$ cat src/rtl/uart_tx_scheduler.sv
// rtl/uart_tx_scheduler.sv - round-robin arbiter sharing one UART byte transmitter
// Optional watchdog: define UART_TX_SCHED_TIMEOUT_EN to add the TO_W counter and timeout_err.
module uart_tx_scheduler #(
   parameter int NREQ = 4,
   parameter int DW   = 8,
   parameter int IDW  = 2
`ifdef UART_TX_SCHED_TIMEOUT_EN
   ,
   parameter int              TO_W     = 16,
   parameter logic [TO_W-1:0] TO_LIMIT = 16'hFFFF
`endif
) (
   input  logic               clk,
   input  logic               arst_n,
   input  logic               rst,
   input  logic [NREQ-1:0]    req,
   input  logic [NREQ*DW-1:0] req_data,
   output logic [NREQ-1:0]    req_ack,
   output logic [NREQ-1:0]    req_done,
   output logic               tx_en,
   output logic [DW-1:0]      tx_byte,
   input  logic               tx_busy,
   input  logic               tx_done,
   output logic [IDW-1:0]     grant_id,
`ifdef UART_TX_SCHED_TIMEOUT_EN
   output logic               timeout_err,
`endif
   output logic               sched_busy
);

   typedef enum logic [1:0] {IDLE, LAUNCH, WAIT_DONE, RELEASE} state_t;

   state_t            state, state_nxt;
   logic [IDW-1:0]    rr_ptr, rr_ptr_nxt;
   logic [IDW-1:0]    grant_nxt;
   logic [DW-1:0]     tx_byte_nxt;
   logic              tx_en_nxt;
   logic              sched_busy_nxt;
   logic [NREQ-1:0]   req_ack_nxt;
   logic [NREQ-1:0]   req_done_nxt;
   logic              win_found;
   logic [IDW-1:0]    win_id;
   logic [IDW-1:0]    cand;
`ifdef UART_TX_SCHED_TIMEOUT_EN
   logic [TO_W-1:0]   to_cnt, to_cnt_nxt;
   logic              timeout_err_nxt;
`endif

   // Walk downward so the candidate closest after rr_ptr is the last one written.
   always_comb begin
      win_found = 1'b0;
      win_id    = '0;
      cand      = '0;
      for (int i = NREQ; i >= 1; i--) begin
         cand = IDW'((int'(rr_ptr) + i) % NREQ);
         if (req[cand]) begin
            win_found = 1'b1;
            win_id    = cand;
         end
      end
   end

   always_comb begin
      state_nxt      = state;
      rr_ptr_nxt     = rr_ptr;
      grant_nxt      = grant_id;
      tx_byte_nxt    = tx_byte;
      tx_en_nxt      = tx_en;
      sched_busy_nxt = sched_busy;
      req_ack_nxt    = '0;
      req_done_nxt   = '0;

      case (state)
         IDLE: begin
            if (win_found) begin
               grant_nxt      = win_id;
               tx_byte_nxt    = req_data[int'(win_id)*DW +: DW];
               tx_en_nxt      = 1'b1;
               sched_busy_nxt = 1'b1;
               state_nxt      = LAUNCH;
            end
         end
         LAUNCH: begin
            // A stale tx_done is ignored here; only busy proves our byte was taken.
            if (tx_busy) begin
               tx_en_nxt             = 1'b0;
               req_ack_nxt[grant_id] = 1'b1;
               state_nxt             = WAIT_DONE;
            end
         end
         WAIT_DONE: begin
            if (tx_done) state_nxt = RELEASE;
         end
         RELEASE: begin
            if (!tx_done) begin
               req_done_nxt[grant_id] = 1'b1;
               rr_ptr_nxt             = grant_id;
               sched_busy_nxt         = 1'b0;
               state_nxt              = IDLE;
            end
         end
         default: state_nxt = IDLE;
      endcase

`ifdef UART_TX_SCHED_TIMEOUT_EN
      to_cnt_nxt      = '0;
      timeout_err_nxt = 1'b0;
      if (state != IDLE) begin
         if (to_cnt == TO_LIMIT - 1'b1) begin
            state_nxt       = IDLE;
            tx_en_nxt       = 1'b0;
            sched_busy_nxt  = 1'b0;
            req_ack_nxt     = '0;
            req_done_nxt    = '0;
            rr_ptr_nxt      = grant_id;
            timeout_err_nxt = 1'b1;
         end else if (state_nxt == state) begin
            to_cnt_nxt = to_cnt + 1'b1;
         end
      end
`endif

      if (rst) begin
         state_nxt      = IDLE;
         rr_ptr_nxt     = IDW'(NREQ - 1);
         grant_nxt      = '0;
         tx_byte_nxt    = '0;
         tx_en_nxt      = 1'b0;
         sched_busy_nxt = 1'b0;
         req_ack_nxt    = '0;
         req_done_nxt   = '0;
`ifdef UART_TX_SCHED_TIMEOUT_EN
         to_cnt_nxt      = '0;
         timeout_err_nxt = 1'b0;
`endif
      end
   end

   always_ff @(posedge clk or negedge arst_n) begin
      if (!arst_n) begin
         state      <= IDLE;
         rr_ptr     <= IDW'(NREQ - 1);
         grant_id   <= '0;
         tx_byte    <= '0;
         tx_en      <= 1'b0;
         sched_busy <= 1'b0;
         req_ack    <= '0;
         req_done   <= '0;
`ifdef UART_TX_SCHED_TIMEOUT_EN
         to_cnt      <= '0;
         timeout_err <= 1'b0;
`endif
      end else begin
         state      <= state_nxt;
         rr_ptr     <= rr_ptr_nxt;
         grant_id   <= grant_nxt;
         tx_byte    <= tx_byte_nxt;
         tx_en      <= tx_en_nxt;
         sched_busy <= sched_busy_nxt;
         req_ack    <= req_ack_nxt;
         req_done   <= req_done_nxt;
`ifdef UART_TX_SCHED_TIMEOUT_EN
         to_cnt      <= to_cnt_nxt;
         timeout_err <= timeout_err_nxt;
`endif
      end
   end

endmodule

$ cat config.mk
export PLATFORM = sky130hd
export DESIGN_NAME = uart_tx_scheduler
export DESIGN_NICKNAME = d
export VERILOG_FILES = /design/src/rtl/uart_tx_scheduler.sv
export SDC_FILE = /design/constraint.sdc
export NUM_CORES = 1
export LEC_CHECK = 0
export BUFFER_PORTS_ARGS = -buffer_cell sky130_fd_sc_hd__buf_4
export CAP_MARGIN = 20
export CORE_ASPECT_RATIO = 0.75
export CORE_UTILIZATION = 25
export DETAILED_ROUTE_END_ITERATION = 10
export MAX_ROUTING_LAYER = met4
export PLACE_DENSITY = 0.51
export SLEW_MARGIN = 10
export SYNTH_ARGS = -nofsm -noshare
export SYNTH_HDL_FRONTEND = slang
export SYNTH_SLANG_ARGS = --single-unit
$ cat constraint.sdc
create_clock -name clk -period 3.35 [get_ports clk]
set_input_delay 0 -clock clk [delete_from_list [all_inputs] [get_ports clk]]
set_output_delay 0 -clock clk [all_outputs]
set_load 0.03 [all_outputs]
Yosys cells after proc, flatten, opt, wreduce, memory -nomap -nowiden
Cells that the tools add are included.
- bits in registers: 24
- bits of input ports: 41
- output and inout port bits: 20
- word-level logic and storage cells: 85
- add/sub/neg operators: 4
- order comparisons: 6
- eq/ne operators: 8
- shift operators: 1
- muxes and demuxes: 46
- reduce and logical (&&, ||, !) cells: 12
- operator list (kind ; number):
    variable part select 32 x 6 -> 8 bit ; 1
    two-way mux 2 bit ; 15
    two-way mux 4 bit ; 6
    two-way mux 8 bit ; 3
    < comparator 2 x 3 -> 1 bit, second input constant ; 5
    two-way mux 1 bit ; 14
    inequality test 3 bit, second input constant ; 4
    binary-select mux 1 bit (select 2 bit) ; 4
    one-hot mux 2 bit (4 select lines) ; 1
    AND reduction 3 bit ; 2
    nonzero test 2 bit ; 3
    nonzero test 3 bit ; 2
    adder 2 x 1 -> 2 bit, second input constant ; 2
    adder 2 bit, second input constant ; 2
    == test 2 bit, second input constant ; 2
    one-hot mux 1 bit (2 select lines) ; 2
    AND reduction 2 bit ; 2
    AND reduction 4 bit ; 1
    demux 1 bit (select 2 bit) ; 1
    == test 2 x 1 -> 1 bit, second input constant ; 1
    >= comparator 2 x 1 -> 1 bit, second input constant ; 1
    logical NOT 2 bit ; 1
    inequality test 2 bit, second input constant ; 1
    logical AND 1 bit ; 1

Depth between registers and ports, before layout
Gate-level depths: netlist (run 1).
- word-level depth: 11
- mapped depth: 8
- depth with buffers taken out: 7

Least setup slack after synthesis (run 1)
No wires, ideal clock.
- kind: register -> register
- start: register rr_ptr[1]
- end: register tx_byte[0]
- setup time: 139 ps
- arrival time: 1502 ps
- data required time: 3211 ps
- path slack: 1709 ps
- stages on the path, launching flop included: 9
- path buffers: 3
- path through: dfstp_2 > buf_6 > mux2i_1 > o22a_1 > o21ai_2 > buf_6 > buf_12 > mux2i_1 > o221ai_1
- cells in the longest elaborated chain, start to end: 11
- elaborated cells between the ends (all ways): 26
- RTL lines (element ; RTL line ; RTL):
    start, declared ; 34 ; logic [IDW-1:0] rr_ptr, rr_ptr_nxt;
    start signal, assigned ; 142 ; rr_ptr <= IDW'(NREQ - 1);
    start signal, assigned ; 155 ; rr_ptr <= rr_ptr_nxt;
    adder 2 x 1 -> 2 bit ; 55 ; cand = IDW'((int'(rr_ptr) + i) % NREQ);
    binary-select mux 1 bit (select 2 bit) ; 56 ; if (req[cand]) begin
    two-way mux 1 bit (not written as such) ; 56 ;
    two-way mux 2 bit (4 in a row) ; 56 ;
    variable part select 32 x 6 -> 8 bit ; 77 ; tx_byte_nxt = req_data[int'(win_id)*DW +: DW];
    two-way mux 8 bit ; 75 ; if (win_found) begin
    two-way mux 8 bit ; 73 ; case (state)
    two-way mux 8 bit ; 123 ; if (rst) begin
    end signal, assigned ; 157 ; tx_byte <= tx_byte_nxt;
    end, declared ; 21 ; output logic [DW-1:0] tx_byte,
Parallel ways exist; a longest one is shown, timed or not. The select of a mux whose other input is x is not followed.
A chain may end at the register's enable or synchronous reset.

Worst setup path after layout (run 1)
- start: register rr_ptr[1]
- end: register tx_byte[6]
The elaborated chain is that of the path after synthesis.

==> out/results.ini, run 1 <==
[die]
std_cell_rows=22
io_pins=61
initial_core_util_pct=26.3
fp.dieH_um=64.5
dieArea_um2=5500
core_area_um2=4950
die_width_um=85.3

[power]
powerDensity_nw_per_um2=574
max-vdd-ir-drop_v=0.000217
p_leak_nw=0.933

[placed_design]
dpl_cell_area_um2=1780
place_hpwl_um=2550
port_buffers=60
gp_congestion=0.700

[detailed_routing]
vias=1148
post_drt_wl_per_cell_um=13.6
drtAntennaViolNets=0
firstDrtPassIters=4
totalWireLength_um=3350
vias_per_cell=4.67
drc=0
first_iter_violations=53

[cells_and_area]
area.growth.synth_to_final_pct=44.3
fin_area_um2=1880
antenna_cells=0
fin_nets=233
drive_gt1_share_pct=37.1

[synth]
syn_inst=124
synth-xor-area-share_pct=0
yosys.area_share.adder_pct=4.81
synth_area_leader_cell=dfrtp_1
syn_avg_cell_area_um2=10.5
yosys_warnings=0
syn_area_um2=1300
synth_top_flop_cell=dfrtp_1
synth_edf_count=0
synthTopCellsByArea=dfrtp_1 42%, mux2i_1 15%, o221ai_1 5.4%
ys_ff_latch=24
synthArstFlopShare_pct=100
synth_seq_area_share_pct=46.3
yosys.area_share.simple_pct=15.2
synth_cell_types=28
yosys.area.top_type_share_pct=42.3
synth_top_family_by_area=simple AND/OR/NAND/NOR gates
synthMuxAreaShare_pct=14.6
synth_fp_nets=170
synth_compound_area_share_pct=13.4

[timing]
period_minus_slack_ns=1.90
hold_viol=0
maxSlewHeadroom_pct=57.1
rsz0062_at_grt=no
skew_ns=0.00389
tns_ns=0
drv_slew=0
min_period_over_period_pct=56.7
setup_viol=0
tightest_slew_ns=0.641
max_freq_ghz=0.527

[setup_path]
critPathLaunchType=flop
ff2ff_path_depth=6
worstPathRequired_ns=3.48
cp.arrival_ns=2.03
path_class=flop to flop
reg2reg_from=rr_ptr[1]
worstPathMaxFanout=13
r2r-end=tx_byte[6]
r2r_slack_ns=1.45
end_kind=flop

[clock_network]
clk_path_buf_depth=2
cts-root-buf=clkbuf_8
cts_sinks=24
htreeDepth=1
ctsResizeCount=0
postCtsSetupBuffers=0
clk_pin_slew_ns=0.08
cts_tree=yes
cts_hold_buf=2
numCtsBuffers=3
clk_latency_ns=0.27

[global_routing]
grt_max_degree=25
gr-total-overflow=0
grt_pass1_vias=1178
grt_antenna_before_repair=0
grt_pass1_wl_um=5580
track_usage_pct=13.3

[hold_path]
worstHoldPathType=input pin to flop
holdCritStartpoint=tx_busy
whs_endpoint=req_ack[0]
holdPathStages=3

[flow_run]
maxCapViolCount=0

[outcome]
outcome=finished, final reports clean

==> cells in the final DEF (no fill, tap or decap), drive strengths merged, types with 3 or more instances in the layout <==
cell type	n
dfrtp	22
nor2	8
clkbuf	4
nand2b	6
o221ai	8
mux2i	19
buf	61
o21ai	5
nor3	4
a21oi	3
ha	5
nor4	3
inv	6
nand2	14
==> worst max path at each step <==
| stage | start | to | slack [ns] | cells past startpoint |
|---|---|---|---|---|
| final | rr_ptr[1] | tx_byte[6] | 1.45 | 6 |
| after global routing | state[0] | tx_byte[5] | 1.30 | 6 |
| after global placement | rr_ptr[1] | tx_byte[7] | 1.23 | 5 |
| after detailed placement | rr_ptr[1] | tx_byte[6] | 1.05 | 5 |
| after floorplan | rr_ptr[1] | tx_byte[0] | 1.71 | 8 |
| after CTS | rr_ptr[1] | tx_byte[6] | 1.06 | 5 |
==> area by class of cell <==
type | instances | area, um2
clock buffer | 4 | 55.1
fill | 502 | 3080
inverter | 6 | 22.5
multi-input combinational | 89 | 624
sequential | 24 | 603
tap | 60 | 75.1
timing repair buffer | 63 | 498
==> sequential cells by signal, summed over array words and instances, names as in the netlist <==
register / count
req_done: 4
req_ack: 4
tx_en: 1
rr_ptr: 2
tx_byte: 8
state: 2
sched_busy: 1
grant_id: 2
==> logic make-up after synthesis <==
kind of cell / after synthesis
multiplexers: 19
flip-flops: 24
AND/OR/NAND/NOR: 41
buffers and inverters: 11
AO/OA/AOI/OAI: 24
adder cells (fa/ha/maj): 5
==> where the power goes <==
group | internal [mW] | switching, mW | total, mW
logic | 0.200 | 0.272 | 0.473
registers | 0.355 | 0.0565 | 0.412
clock network | 0.105 | 0.0889 | 0.194
total | 0.660 | 0.418 | 1.08
==> synthesized netlist by cell type (2+ instances only) <==
cell and instances:
inv_1 6, o22ai_1 2, nor4_1 3, dfrtp_1 22, nor2b_1 2, mux2i_1 19, nand3b_1 2, a21oi_1 3
nor3_1 4, ha_1 5, o221ai_1 8, o21ai_0 4, nand2b_1 6, nor2_1 8, dfstp_2 2, buf_6 2
a211oi_1 2, nand2_1 14
==> worst max-delay path: stages (launching register included) <==
cell      delay, ns
dfstp_2        0.60
nand2b_1       0.14
a21boi_1       0.08
o21ai_2        0.39
buf_16         0.21
mux2i_1        0.22
o221ai_1       0.13
==> metrics by stage <==
step	util [%]	hold slack (ns)	instances	setup WS (ns)	total power, mW
after floorplan	-	-0.296	124	1.71	0.708
after global placement	35.8	-0.0824	239	1.23	0.871
after detailed placement	35.8	-0.0825	239	1.05	0.885
after CTS	37.3	0.000635	245	1.06	1.09
after global routing	37.9	0.0172	246	1.30	1.15
final	37.9	0.0137	246	1.45	1.08
==> per-layer routing <==
metal	up-vias	GRT usage [%]	part of all wire [%]
li1	566	-	-
met1	541	16.7	46
met2	36	21.8	47
met3	5	3.44	5.6
met4	0	3.13	0.99
met5	-	-	0
No activity file was read; power rests on OpenSTA's default activity.
==> inputs of run 2 (changes only) <==
--- a/config.mk
+++ b/config.mk
@@ -11,7 +11,7 @@
 export CORE_UTILIZATION = 25
 export DETAILED_ROUTE_END_ITERATION = 10
 export MAX_ROUTING_LAYER = met4
-export PLACE_DENSITY = 0.51
+export PLACE_DENSITY = 0.53
 export SLEW_MARGIN = 10
 export SYNTH_ARGS = -nofsm -noshare
 export SYNTH_HDL_FRONTEND = slang
==> constraint.sdc (replaced) <==
create_clock -name clk -period 1.6 [get_ports clk]
set_input_delay 0 -clock clk [delete_from_list [all_inputs] [get_ports clk]]
set_output_delay 0 -clock clk [all_outputs]
set_load 0.03 [all_outputs]
==> run 2 against run 1 <==
The flow now finishes with violations (setup timing); combinational power grew 150%; critical path depth is the same; power grew 120%; critical endpoint is now tx_byte[4]; largest cell class unchanged; highest routed layer is now met3.
==> out/results.ini, run 2 (synthesis results as in run 1) <==
[placed_design]
port_buffers=60
gp_congestion=0.755
place_hpwl_um=2460
pre_cts_slack_ns=-0.0385

[cells_and_area]
final_common_cell=buf_4
multiInputGateArea_um2=677
area.growth.synth_to_final_pct=54.2
top_register=tx_byte
nFillCells=520
fin_nets=244
layout_common_cells=68 x buf_4, 22 x dfrtp_1, 17 x mux2i_1
largest_register_ffs=8
antenna_cells=0
seq_area_um2=603
drive_gt1_share_pct=46.7
reg_top3=tx_byte x8, req_ack x4, req_done x4

[timing]
drv_slew=0
max_freq_ghz=0.618
min_period_over_period_pct=101
rsz0062_at_grt=yes
hold_viol=0
period_minus_slack_ns=1.62
maxSlewHeadroom_pct=76.0
skew_ns=0.00589
tightest_slew_ns=0.356
setup_viol=5
fin_ws_ns=-0.0188

[setup_path]
r2r_slack_ns=-0.02
r2r-end=tx_byte[4]
ff2ff_path_depth=6
path_class=flop to flop
cp.arrival_ns=1.75
slowest_delay_ns=0.58
critPathLaunchType=flop
worstPathMaxFanout=8
crit_slowest_cell=dfstp_2
end_kind=flop
worstPathRequired_ns=1.73
reg2reg_from=rr_ptr[1]
crit_chain=nand2b_4, a21boi_2, o21ai_2, buf_6, mux2i_2, o221ai_1

[power]
finalPower_mw=2.38
powerDensity_nw_per_um2=1190
max-vdd-ir-drop_v=0.000467
p_leak_nw=0.990

[clock_network]
htreeDepth=1
clk_path_buf_depth=2
cts-root-buf=clkbuf_8
clk_latency_ns=0.26
numCtsBuffers=3
cts_tree=yes
cts_sinks=24
clk_pin_slew_ns=0.08

[detailed_routing]
dr_wl_met3_um=172
drtAntennaViolNets=0
first_iter_violations=40
vias=1158
totalWireLength_um=3310
wl_met2_um=1380
vias_per_cell=4.51
highest_layer=met3
wirelength_met1_um=1760
drc=0
firstDrtPassIters=2
post_drt_wl_per_cell_um=12.9

[global_routing]
grt_max_degree=25
track_usage_pct=12.5
grt_pass1_wl_um=5260
gr-total-overflow=0
grt_pass1_vias=1065
grt_antenna_before_repair=0

[die]
die_width_um=85.3
fp.dieH_um=64.5
core_area_um2=4950
io_pins=61
dieArea_um2=5500
initial_core_util_pct=26.3
std_cell_rows=22

[outcome]
violations=setup timing
outcome=finished with violations

[hold_path]
holdPathStages=3
whs_endpoint=req_ack[0]
worstHoldPathType=input pin to flop
holdCritStartpoint=tx_busy

[flow_run]
maxCapViolCount=0

run 2: critical path: cells and delay by family (launching register included):
kind / cells / cell delay, ns
buffers and inverters: 1 / 0.19
DFF: 1 / 0.58
and+or+nand+nor: 1 / 0.13
AOI/OAI and AO/OA: 3 / 0.37
muxes: 1 / 0.21
run 2: how the worst max path moves through the flow:
| stage | start | end |
|---|---|---|
| after floorplan | rr_ptr[1] | tx_byte[2] |
| after global placement | rr_ptr[1] | tx_byte[1] |
| after detailed placement | rr_ptr[1] | tx_byte[2] |
| after CTS | rr_ptr[1] | tx_byte[2] |
| after global routing | rr_ptr[1] | tx_byte[7] |
| final | rr_ptr[1] | tx_byte[4] |
run 2: cell type report:
class                      count  share of cell area, %
timing repair buffer          74                   29.1
tap                           60                   3.74
multi-input combinational     89                   33.7
sequential                    24                   30.0
inverter                       6                   1.12
clock buffer                   4                   2.24
run 2: power breakdown:
group / internal [mW] / switching (mW) / leakage (nW)
Clock: 0.177 / 0.184 / 0.0228
Sequential: 0.744 / 0.111 / 0.317
Combinational: 0.542 / 0.627 / 0.650
Total: 1.46 / 0.922 / 0.990
run 2: routing by layer:
metal  global-route usage [%]  vias up
li1                         -      592
met1                     18.5      533
met2                     17.2       33
met3                     3.06        0
met4                     2.50        0
met5                        -        -
run 2: what timing repair did:
item / in CTS / in global routing
hold buffers: 2 / 0
hold endpoints to repair: 26 / 0
endpoints found under the setup margin: 7 / 10
pin swaps: 1 / 3
setup buffers: 1 / 2
gates resized for setup: 5 / 12
gates cloned: 0 / 0
run 2: stage by stage:
stage          std cells  instance area, um2  util [%]  hold WS, ns  TNS, ns
2_1_floorplan        124                1300         -       -0.296  -0.0938
3_3_place_gp         248                1860      37.4      -0.0813  -0.0182
3_5_place_dp         248                1860      37.4      -0.0803   -0.139
4_1_cts              255                1950      39.4      0.00806   -0.158
5_1_grt              257                2010      40.5       0.0190   -0.858
6_report             257                2010      40.5       0.0214  -0.0382
